<file path="src/rtl/fdsync_pkg.sv">
// Shared sizing helpers and defaults
// for the double-buffered register bank.
package fdsync_pkg;

  localparam logic [63:0] FDS_RESET_VAL = '0;

  function automatic int lanes(input int w);
    return w / 8;
  endfunction

  function automatic int clog2m1(input int n);
    return (n <= 2) ? 1 : $clog2(n);
  endfunction

endpackage

</file>
<file path="src/rtl/fdsync_bank_if.sv">
// CPU-side write/commit/readback bus
// of the register bank.
interface fdsync_bank_if #(
  parameter int WIDTH    = 16,
  parameter int CHANNELS = 4
);
  import fdsync_pkg::*;

  localparam int AW = clog2m1(CHANNELS);
  localparam int LN = lanes(WIDTH);

  logic          wr;
  logic [AW-1:0] wr_addr;
  logic [LN-1:0] wr_be;
  logic [WIDTH-1:0] wr_data;
  logic          commit;
  logic [AW-1:0] rd_addr;
  logic          rd_shadow;
  logic [WIDTH-1:0] rd_data;
  logic          committed;
  logic          wr_err;

  modport master (
    output wr,
    output wr_addr,
    output wr_be,
    output wr_data,
    output commit,
    output rd_addr,
    output rd_shadow,
    input  rd_data,
    input  committed,
    input  wr_err
  );

  modport slave (
    input  wr,
    input  wr_addr,
    input  wr_be,
    input  wr_data,
    input  commit,
    input  rd_addr,
    input  rd_shadow,
    output rd_data,
    output committed,
    output wr_err
  );

endinterface

</file>
<file path="src/rtl/fdsync_chan.sv">
// One bank channel: shadow, active,
// dirty flag and byte-lane merge.
module fdsync_chan
  import fdsync_pkg::*;
#(
  parameter int WIDTH = 16,
  parameter logic [WIDTH-1:0] RESET_VAL = '0,
  parameter bit IMMEDIATE = 1'b0
) (
  input  logic             clk,
  input  logic             resetl,
  input  logic             we,
  input  logic [lanes(WIDTH)-1:0] be,
  input  logic [WIDTH-1:0] data,
  input  logic             commit,
  output logic [WIDTH-1:0] shadow,
  output logic [WIDTH-1:0] active,
  output logic             dirty,
  output logic             moved
);

  localparam int LN = lanes(WIDTH);

  logic [WIDTH-1:0] merged;
  logic [WIDTH-1:0] shadow_nx;
  logic             hit;

  assign hit = we && (|be);

  always_comb begin
    merged = shadow;
    for (int i = 0; i < LN; i++) begin
      if (be[i]) begin
        merged[8*i +: 8] = data[8*i +: 8];
      end
    end
  end

  assign shadow_nx = hit ? merged : shadow;

  // a same-cycle write counts as dirty
  assign moved = !IMMEDIATE && commit
              && (dirty || hit);

  always_ff @(posedge clk) begin
    if (!resetl) begin
      shadow <= RESET_VAL;
      active <= RESET_VAL;
      dirty  <= 1'b0;
    end else begin
      shadow <= shadow_nx;
      if (IMMEDIATE) begin
        dirty <= 1'b0;
        if (hit) begin
          active <= merged;
        end
      end else if (moved) begin
        active <= shadow_nx;
        dirty  <= 1'b0;
      end else if (hit) begin
        dirty <= 1'b1;
      end
    end
  end

endmodule

</file>
<file path="src/rtl/fdsync_bank.sv">
// CHANNELS x WIDTH double-buffered bank
// with commit strobe and readback.
module fdsync_bank
  import fdsync_pkg::*;
#(
  parameter int WIDTH    = 16,
  parameter int CHANNELS = 4,
  parameter logic [WIDTH-1:0] RESET_VAL =
    FDS_RESET_VAL[WIDTH-1:0],
  parameter logic [CHANNELS-1:0] IMMEDIATE_MASK = '0
) (
  input  logic                      sys_clk,
  input  logic                      resetl,
  fdsync_bank_if.slave              bus,
  output logic [CHANNELS*WIDTH-1:0] q,
  output logic [CHANNELS-1:0]       dirty,
  output logic                      pending
);

  localparam int AW = clog2m1(CHANNELS);
  localparam logic [AW:0] CH_LIM = CHANNELS;

  logic [WIDTH-1:0]    shadow [CHANNELS];
  logic [WIDTH-1:0]    active [CHANNELS];
  logic [CHANNELS-1:0] we;
  logic [CHANNELS-1:0] moved;
  logic [WIDTH-1:0]    rd_nx;
  logic                addr_ok;

  assign addr_ok = {1'b0, bus.wr_addr} < CH_LIM;

  for (genvar c = 0; c < CHANNELS; c++) begin : g_ch
    assign we[c] = bus.wr && addr_ok
                && (bus.wr_addr == AW'(c));

    fdsync_chan #(
      .WIDTH     (WIDTH),
      .RESET_VAL (RESET_VAL),
      .IMMEDIATE (IMMEDIATE_MASK[c])
    ) u_chan (
      .clk    (sys_clk),
      .resetl (resetl),
      .we     (we[c]),
      .be     (bus.wr_be),
      .data   (bus.wr_data),
      .commit (bus.commit),
      .shadow (shadow[c]),
      .active (active[c]),
      .dirty  (dirty[c]),
      .moved  (moved[c])
    );

    assign q[c*WIDTH +: WIDTH] = active[c];
  end

  assign pending = |dirty;

  // out-of-range rd_addr matches nothing
  always_comb begin
    rd_nx = '0;
    for (int c = 0; c < CHANNELS; c++) begin
      if (bus.rd_addr == AW'(c)) begin
        rd_nx = bus.rd_shadow ? shadow[c]
                              : active[c];
      end
    end
  end

  always_ff @(posedge sys_clk) begin
    if (!resetl) begin
      bus.rd_data   <= '0;
      bus.committed <= 1'b0;
      bus.wr_err    <= 1'b0;
    end else begin
      bus.rd_data   <= rd_nx;
      bus.committed <= |moved;
      bus.wr_err    <= bus.wr && !addr_ok;
    end
  end

endmodule

</file>
<file path="src/flat_wrapper.sv">
// flat-port wrapper written by rule: the top's interface ports become plain ports
module fdsync_bank_flat import fdsync_pkg::*;
#(
  parameter int WIDTH    = 16,
  parameter int CHANNELS = 4,
  parameter logic [WIDTH-1:0] RESET_VAL =
    FDS_RESET_VAL[WIDTH-1:0],
  parameter logic [CHANNELS-1:0] IMMEDIATE_MASK = '0
)
  (sys_clk, resetl, q, dirty, pending, bus_wr, bus_wr_addr, bus_wr_be, bus_wr_data, bus_commit, bus_rd_addr, bus_rd_shadow, bus_rd_data, bus_committed, bus_wr_err);
  fdsync_bank_if #(.WIDTH(WIDTH), .CHANNELS(CHANNELS)) bus_i ();
  input  logic sys_clk;
  input  logic resetl;
  output logic [CHANNELS*WIDTH-1:0] q;
  output logic [CHANNELS-1:0] dirty;
  output logic pending;
  input wire logic [$bits(bus_i.wr)-1:0] bus_wr;
  input wire logic [$bits(bus_i.wr_addr)-1:0] bus_wr_addr;
  input wire logic [$bits(bus_i.wr_be)-1:0] bus_wr_be;
  input wire logic [$bits(bus_i.wr_data)-1:0] bus_wr_data;
  input wire logic [$bits(bus_i.commit)-1:0] bus_commit;
  input wire logic [$bits(bus_i.rd_addr)-1:0] bus_rd_addr;
  input wire logic [$bits(bus_i.rd_shadow)-1:0] bus_rd_shadow;
  output wire logic [$bits(bus_i.rd_data)-1:0] bus_rd_data;
  output wire logic [$bits(bus_i.committed)-1:0] bus_committed;
  output wire logic [$bits(bus_i.wr_err)-1:0] bus_wr_err;
  assign bus_i.wr = bus_wr;
  assign bus_i.wr_addr = bus_wr_addr;
  assign bus_i.wr_be = bus_wr_be;
  assign bus_i.wr_data = bus_wr_data;
  assign bus_i.commit = bus_commit;
  assign bus_i.rd_addr = bus_rd_addr;
  assign bus_i.rd_shadow = bus_rd_shadow;
  assign bus_rd_data = bus_i.rd_data;
  assign bus_committed = bus_i.committed;
  assign bus_wr_err = bus_i.wr_err;
  fdsync_bank #(.WIDTH(WIDTH), .CHANNELS(CHANNELS), .RESET_VAL(RESET_VAL), .IMMEDIATE_MASK(IMMEDIATE_MASK)) u_core (.sys_clk(sys_clk), .resetl(resetl), .bus(bus_i), .q(q), .dirty(dirty), .pending(pending));
endmodule
</file>
<file path="config.mk">
export PLATFORM = sky130hd
export DESIGN_NAME = fdsync_bank_flat
export DESIGN_NICKNAME = d
export VERILOG_FILES = /design/src/rtl/fdsync_pkg.sv /design/src/rtl/fdsync_bank_if.sv /design/src/rtl/fdsync_chan.sv /design/src/rtl/fdsync_bank.sv /design/src/flat_wrapper.sv
export SDC_FILE = /design/constraint.sdc
export NUM_CORES = 1
export LEC_CHECK = 0
export ABC_AREA = 1
export ABC_CLOCK_PERIOD_IN_PS = 2450
export CORE_UTILIZATION = 35
export CTS_BUF_LIST = sky130_fd_sc_hd__clkbuf_4
export CTS_CLUSTER_SIZE = 24
export DETAILED_ROUTE_END_ITERATION = 8
export HOLD_SLACK_MARGIN = 0.15
export PLACE_DENSITY_LB_ADDON = 0.25
export SLEW_MARGIN = 20
export SYNTH_ARGS = -nofsm -noshare
export SYNTH_HDL_FRONTEND = slang
export SYNTH_SLANG_ARGS = --single-unit
export TNS_END_PERCENT = 20
</file>
<file path="constraint.sdc">
create_clock -name sys_clk -period 2.45 [get_ports sys_clk]
set_input_delay 0.245 -clock sys_clk [delete_from_list [all_inputs] [get_ports sys_clk]]
set_output_delay 0.245 -clock sys_clk [all_outputs]
set_load 0.03 [all_outputs]
</file>
### Word-level counts from Yosys, hierarchy flattened

Index checks and enable logic that the tools add are counted.

* flip-flop bits (word level): 149
* latch bits: 0
* bits in writable memories: 0
* memory bits (read-only): 0
* input port bits: 27
* output and inout port bits: 87
* logic and storage cells: 66
* memories: 0

* $add $sub $neg: 0
* $mul: 0
* divide/modulo/power cells: 0
* $lt $le $gt $ge: 0
* equal/unequal tests: 6
* shifts and indexed selects: 0
* multiplexer cells: 20
* bitwise gates (word level): 1
* reduce and logical (&&, ||, !) cells: 25

Operators by type and width (number)
* 2-to-1 mux 16 bit: 12
* 2-to-1 mux 8 bit: 8
* logical AND 1 bit: 12
* OR reduction 2 bit: 5
* == test 2 bit, second input constant: 4
* OR reduction 4 bit: 2
* == test 2 x 1 -> 1 bit, second input constant: 2
* logical NOT 2 bit: 2
* logical OR 1 bit: 4
* NOT 1 bit: 1

### Longest topological paths before layout

Gate-level depths: netlist of the first run.

* depth after elaboration: 6
* gate-level depth with buffers: 9
* mapped depth without buffers: 8

### Hierarchy

Synthesis of the first run repeated with hierarchy kept, for this count alone.

* cells, all modules: 1247
* area, all modules: 7757.4 um^2

By module, submodules not included
* fdsync_chan: instances 4, cells an instance 222, area an instance 1481.4 um^2, sequential area each 660.6 um^2
* fdsync_bank: instances 1, cells an instance 359, area an instance 1831.8 um^2, sequential area each 340.3 um^2

### Worst setup path after synthesis of the first run

OpenSTA, ideal clock, no wires.

* path type: input -> register
* start point: in bus_rd_shadow
* end point: reg u_core.bus.rd_data[5]
* library setup time: 0.074 ns
* arrival time: 1.211 ns
* required time: 2.376 ns
* setup slack: 1.165 ns
* cell stages on the path: 7
* path buffers: 3
* cell sequence: buf_2 -> clkinv_1 -> buf_2 -> buf_2 -> a21oi_1 -> o21ai_0 -> a31oi_1

* cells in the longest elaborated chain, start to end: 5
* elaborated cells between the ends (all ways): 8
* classes of those cells: mux (8)

Ends and longest elaborated chain
* start, declared: line flat_wrapper.sv:23 `input wire logic [$bits(bus_i.rd_shadow)-1:0] bus_rd_shadow;`
* 2-to-1 mux 16 bit: line fdsync_bank.sv:63 `rd_nx = bus.rd_shadow ? shadow[c]`
* 2-to-1 mux 16 bit (3 in a row): line fdsync_bank.sv:62 `if (bus.rd_addr == AW'(c)) begin`
* 2-to-1 mux 16 bit *: line fdsync_bank.sv:62
* end signal, assigned: line fdsync_bank.sv:75 `bus.rd_data <= rd_nx;`
* end, declared: line fdsync_bank_if.sv:44 `output rd_data,`

Every way passes the cells marked *; elsewhere a longest branch is shown, timed or not.
A chain may end at the register's enable or synchronous reset.

### Final worst setup path of the first run

* start point: reg u_core.g_ch[2].u_chan.dirty
* end point: out pending

* cells in the longest elaborated chain, start to end: 1

Ends and longest elaborated chain
* start, declared: line fdsync_chan.sv:18 `output logic dirty,`
* start signal, assigned: line fdsync_chan.sv:49 `dirty <= 1'b0;`
* start signal, assigned: line fdsync_chan.sv:53 `dirty <= 1'b0;`
* start signal, assigned: line fdsync_chan.sv:59 `dirty <= 1'b0;`
* OR reduction 4 bit: line fdsync_bank.sv:56 `assign pending = |dirty;`
* end, declared: line flat_wrapper.sv:16 `output logic pending;`

Every way passes these cells.

==> run_results.csv, run 1 <==
group,metric,value,unit
status,status,"finished clean",
floorplanning,die-area,20900,sq um
setup_path,crit_type,"reg2out",
sta,finClkSkew,22.4,ps
global_routing,gr-usage-met3,4.11,%
setup_path,path_cells,"inv_1 > nand4_1 > clkdlybuf4s50_1",
setup_path,rrSetupSlack,1250,ps
setup_path,arrival,1740,ps
pwr,power_leakage,3.99,nW
setup_path,crit_path_top_delay_cell,"clkdlybuf4s50_1",
setup_path,crit_family,"buffers and inverters",
synthesis,netlist_instances,1138,
global_routing,grt_pass1_vias,6305,
floorplanning,ioPinCount,114,
global_routing,overflow,0,
drt,viasPerCell,4.82,
sta,min_period,1990,ps
sta,report.final.slew_viol_count,0,
clock_network,worstSkewPairLatency,570,ps
sta,tns,0,ps
setup_path,cp_num_buf_inv,2,
drt,drc,0,
pwr,p_clk_share,32.7,%
synthesis,yosysWarnings,0,
pwr,switchingPower,1.53,mW
sta,fmax,503,MHz
synthesis,ys_seq_area_share,42.0,%
floorplanning,coreArea,19700,sq um
floorplanning,start_util,36.1,%
clock_network,numCtsBuffers,17,
global_routing,met2_usage,33.9,%
placed_design,numPortBuffers,112,
drt,ant_nets,0,
synthesis,syn_nets,1165,
pwr,powerDensity,569,nW/um^2
finish,n_fill_cell,2140,
synthesis,synth_top_area_share,42.0,%
drt,vias,7309,
sta,min_period_over_period,81.2,%
sta,final-setup-viol-count,0,
placed_design,dpl.hpwl,16500,um
setup_path,required,2200,ps
pwr,p_int,3.50,mW
setup_path,start_kind,"flip-flop",
synthesis,syn_area,7100,sq um
clock_network,cts_tree,"yes",
synthesis,synth_largest_area_cell,"dfxtp_1",
global_routing,gr-max-usage-layer,"met2",
placed_design,gp_congestion,0.868,
global_routing,met1_usage,33.5,%
floorplanning,die_y,144,um
setup_path,critPathMaxFanout,3,
setup_path,cp_slowest_stage_delay,670,ps
sta,finalHoldViolCount,0,
synthesis,synth.ff_latch_count,149,
clock_network,cts_root_buffer,"clkbuf_4",
finish,layout-drive-gt1-share,5.92,%
global_routing,grt_max_degree,68,
pwr,netSwitchingFraction,30.4,%
drt,wirelength,23300,um
global_routing,gr-usage-all-layers,23.2,%
clock_network,cts_max_level,4,
sta,maxSlewHeadroom,45.7,%
sta,holdWs,485,ps
worst_hold_path,min_path_type,"in2reg",
floorplanning,rows,51,
drt,firstDrtPassIters,7,
sta,rsz0062_at_grt,"no",
synthesis,avgSynthCellArea,6.24,sq um
sta,worst_pin_slew,815,ps
pwr,ir_drop,0.252,mV
finish,fin_util,45.1,%
global_routing,antenna_found_initial,2,
clock_network,clkSlewWorstSetupHoldPaths,130,ps
setup_path,crit_path_end_kind,"output pin",
synthesis,synthTopCellsByArea,"dfxtp_1 42%, nand2_1 16%, nor2_1 12%",
clock_network,cts_max_path_buffers,2,
finish,nNetsFinal,1264,
floorplanning,die_x,144,um
finish,multi_input_area,3210,sq um
pwr,comb_power_share,16.6,%
pwr,seq_power_share,50.8,%
clock_network,clock_sinks,149,
finish,syn_to_final_growth,24.7,%
drt,wl_per_cell,15.4,um
global_routing,grt_pass1_wl,35800,um
synthesis,ys_types,25,
flow_run,max_cap_violations,0,
finish,seq_area,2980,sq um
drt,drt_iter0_drc,751,
==> worst paths after layout <==
kind	cells after the start	startpoint	to
max	3	u_core.g_ch[2].u_chan.dirty	pending
min	3	bus_wr_addr[0]	u_core.g_ch[1].u_chan.dirty
max reg2reg	4	u_core.g_ch[3].u_chan.active[8]	u_core.bus.rd_data[8]
min reg2reg	2	u_core.g_ch[3].u_chan.shadow[7]	u_core.g_ch[3].u_chan.shadow[7]
==> logic make-up after synthesis <==
logic type / after synthesis / share of synthesized area, %
other: 1 / 0.0528
AOI/OAI and AO/OA: 195 / 14.4
DFF: 149 / 42.0
buffers and inverters: 229 / 12.8
and+or+nand+nor: 564 / 30.7
==> final cells by class <==
class                           instances  area share, %
Antenna cell                            2         0.0565
Clock buffer                           18           1.53
Clock inverter                         14           1.82
Inverter                              167           7.08
Multi-Input combinational cell        760           36.2
Sequential cell                       149           33.7
Tap cell                              265           3.74
Timing Repair Buffer                  142           15.9
==> power by group through the flow <==
| stage | clock network [mW] | registers [mW] | logic, mW |
|---|---|---|---|
| final | 1.65 | 2.56 | 0.834 |
| after global routing | 1.77 | 2.57 | 0.912 |
| after CTS | 1.66 | 2.56 | 0.830 |
| after detailed placement | 0 | 2.61 | 0.825 |
| after global placement | 0 | 2.61 | 0.822 |
| after floorplan | 0 | 2.71 | 0.375 |
==> placed cells by master (no fill, tap or decap) <==
master	n
nor2_4	1
o21ai_1	16
dfxtp_1	149
nand3_1	16
inv_2	5
clkinv_2	4
or2_2	1
clkinv_1	1
conb_1	1
buf_4	24
clkdlybuf4s50_1	111
clkinv_4	2
buf_2	1
a21oi_1	55
o211ai_1	14
clkbuf_4	18
a31oi_1	4
clkinvlp_4	4
bufinv_16	3
o21ai_0	99
nand3_2	3
dlygate4sd3_1	1
buf_12	5
o22ai_1	7
nor2_2	1
nand2_2	2
inv_1	162
nand4_1	3
diode_2	2
nand2_1	306
nor2_1	231
==> worst min-delay path, cell delays in order <==
cell and delay (ps):
clkdlybuf4s50_1 540, nand3_2 170, a21oi_1 60
==> flip-flops by register name, summed over array words and instances (netlist names) <==
signal	count
u_core.bus.committed	1
u_core.g_ch.u_chan.shadow	64
u_core.bus.rd_data	16
u_core.g_ch.u_chan.dirty	4
u_core.g_ch.u_chan.active	64
==> per-layer routing <==
metal	part of all wire, %	vias up
met5	0.039	-
met4	2.0	2
met3	8.5	34
met2	43	301
met1	47	3307
li1	-	3665
==> synth_stat cells (all sizes together) <==
master,n
nand2,308
or2,1
inv,165
clkinv,2
nand4,3
conb,1
buf,24
dfxtp,149
o21ai,115
nor2,233
nand3,19
a31oi,4
o22ai,7
clkbuf,38
a21oi,55
o211ai,14
==> what timing repair did <==
action | 4_1_cts | 5_1_grt
hold buffers | 1 | 0
gates resized for setup | 0 | 0
buffers inserted | 0 | 0
hold endpoints to repair | 13 | 0
==> metrics by stage <==
| step | instances | power (mW) | setup WS [ps] | instance area, sq um |
|---|---|---|---|---|
| finish | 1517 | 5.04 | 460 | 8860 |
| global route | 1517 | 5.25 | 353 | 8860 |
| CTS | 1515 | 5.05 | 417 | 8850 |
| detailed placement | 1482 | 3.44 | 399 | 8550 |
| global placement | 1482 | 3.43 | 404 | 8550 |
| floorplan | 1138 | 3.09 | 1170 | 7100 |
(Power assumes the default switching activity.)
==> run 2, diff against run 1 <==
--- a/config.mk
+++ b/config.mk
@@ -6,7 +6,7 @@
 export NUM_CORES = 1
 export LEC_CHECK = 0
 export ABC_AREA = 1
-export ABC_CLOCK_PERIOD_IN_PS = 2450
+export ABC_CLOCK_PERIOD_IN_PS = 1800
 export CORE_UTILIZATION = 35
 export CTS_BUF_LIST = sky130_fd_sc_hd__clkbuf_4
 export CTS_CLUSTER_SIZE = 24
==> constraint.sdc (replaced) <==
create_clock -name sys_clk -period 1.8 [get_ports sys_clk]
set_input_delay 0.18 -clock sys_clk [delete_from_list [all_inputs] [get_ports sys_clk]]
set_output_delay 0.18 -clock sys_clk [all_outputs]
set_load 0.03 [all_outputs]
==> run 2 against run 1 <==
  * Global-route usage up 0.45 points
  * Die area did not move
  * Cell count up 1.6%
  * Utilization increased by 1.2 points
  * Combinational power up 38%
  * Non-clock buffer count grew 26
  * Largest cell class unchanged
==> run_results.csv, run 2 (synthesis gave the netlist of run 1 again) <==
group,metric,value,unit
status,status,"finished clean",
clock_network,worstSkewPairLatency,560,ps
clock_network,cts_root_buffer,"clkbuf_4",
placed_design,gp_congestion,0.923,
sta,min_period,1740,ps
worst_hold_path,min_path_type,"in2reg",
finish,design_area,9080,sq um
placed_design,place_area,8830,sq um
setup_path,critPathMaxFanout,1,
setup_path,arrival,1560,ps
drt,viasPerCell,4.69,
pwr,ir_drop,0.450,mV
global_routing,grt_pass1_vias,6496,
sta,finClkSkew,20.3,ps
setup_path,crit_path_top_delay_cell,"clkdlybuf4s50_1",
sta,maxSlewHeadroom,59.6,%
setup_path,worst-r2r-cell-count,4,
finish,layout-drive-gt1-share,7.76,%
flow_run,max_cap_violations,0,
setup_path,crit_type,"reg2out",
setup_path,path_cells,"clkdlybuf4s50_1",
finish,instances_no_fill,1542,
placed_design,dpl.hpwl,17200,um
sta,report.final.slew_viol_count,0,
clock_network,cts_max_level,4,
floorplanning,die_x,144,um
setup_path,r2r-end,"u_core.bus.rd_data[8]",
setup_path,reg2reg_from,"u_core.g_ch[3].u_chan.active[8]",
setup_path,crit_family,"buffers and inverters",
floorplanning,rows,51,
global_routing,gr-usage-all-layers,23.6,%
drt,drc,0,
drt,wl_per_cell,15.4,um
drt,wirelength,23800,um
setup_path,crit_path_start,"u_core.bus.committed",
sta,min_period_over_period,96.4,%
setup_path,required,1620,ps
finish,largestRegisters,"u_core.g_ch.u_chan.active (64), u_core.g_ch.u_chan.shadow (64), u_core.bus.rd_data (16)",
floorplanning,die_y,144,um
finish,layout_commonest_cell,"nand2_1",
finish,nNetsFinal,1290,
floorplanning,die-area,20900,sq um
finish,syn_to_final_growth,27.9,%
global_routing,overflow,0,
sta,fmax,576,MHz
floorplanning,ioPinCount,114,
sta,final-setup-viol-count,0,
clock_network,post_cts_buffers,0,
global_routing,grt_pass1_wl,36400,um
setup_path,start_kind,"flip-flop",
pwr,power_leakage,4.62,nW
setup_path,cp_slowest_stage_delay,660,ps
global_routing,grt_max_degree,56,
sta,worst_pin_slew,599,ps
drt,firstDrtPassIters,6,
floorplanning,start_util,36.1,%
setup_path,rrSetupSlack,550,ps
clock_network,clock_sinks,149,
floorplanning,coreArea,19700,sq um
sta,finalHoldViolCount,0,
setup_path,endpoint,"bus_committed",
clock_network,numCtsBuffers,17,
placed_design,dpl.cell_count,1508,
drt,vias,7230,
setup_path,cp_num_cells,1,
finish,final_cell_mix,"306 x nand2_1, 231 x nor2_1, 162 x inv_1",
placed_design,numPortBuffers,112,
setup_path,cp_num_buf_inv,1,
clock_network,cts_max_path_buffers,2,
setup_path,crit_path_end_kind,"output pin",
sta,rsz0062_at_grt,"no",
drt,drt_iter0_drc,569,
pwr,powerDensity,768,nW/um^2
clock_network,clkSlewWorstSetupHoldPaths,130,ps
clock_network,cts_tree,"yes",
global_routing,antenna_found_initial,1,
drt,ant_nets,0,
## run 2: layout make-up
type                            count  area, sq um
Clock buffer                       17          128
Antenna cell                        1         2.50
Timing Repair Buffer              168         1620
Clock inverter                     15          188
Sequential cell                   149         2980
Multi-Input combinational cell    760         3210
Inverter                          167          627
Fill cell                        2135        10600
Tap cell                          265          332
## run 2: worst min-delay path by stage
stage                                    startpoint                         endpoint  cells after the start
detailed placement  u_core.g_ch[3].u_chan.shadow[5]  u_core.g_ch[3].u_chan.shadow[5]                      2
floorplan                                bus_commit      u_core.g_ch[0].u_chan.dirty                      2
finish                               bus_wr_data[3]  u_core.g_ch[3].u_chan.shadow[3]                      5
CTS                                  bus_wr_data[3]  u_core.g_ch[3].u_chan.shadow[3]                      5
global placement    u_core.g_ch[3].u_chan.shadow[5]  u_core.g_ch[3].u_chan.shadow[5]                      2
global route                         bus_wr_data[3]  u_core.g_ch[3].u_chan.shadow[3]                      5
## run 2: stage by stage
| stage | total power, mW | hold WS (ps) | worst slack, ps | TNS [ps] | util, % |
|---|---|---|---|---|---|
| after global placement | 4.74 | 467 | -29.9 | -183 | 44.9 |
| after detailed placement | 4.74 | 469 | -58.3 | -255 | 44.9 |
| after CTS | 7.04 | 322 | 0.506 | 0 | 46.1 |
| after global routing | 7.28 | 359 | 0.506 | 0 | 46.2 |
| final | 6.98 | 393 | 64.9 | 0 | 46.2 |
| after floorplan | 4.20 | 379 | 580 | 0 | - |
## run 2: routing by layer
layer	share of wire, %	global-route usage (%)
met1	48	33.5
met2	43	35.2
met3	7.9	4.83
met4	1.8	7.98
met5	0	0
## run 2: power breakdown
part	total [mW]	switching, mW	internal (mW)	leakage (nW)
combinational	1.15	0.753	0.402	3.25
clock	2.34	1.26	1.08	0.162
sequential	3.48	0.0697	3.41	1.21
total	6.98	2.08	4.89	4.62
## run 2: repair_timing
item                       in CTS  in global routing
hold endpoints to repair       35                  0
setup endpoints to repair      74                  8
resized for setup              74                  8
hold buffers                    1                  0
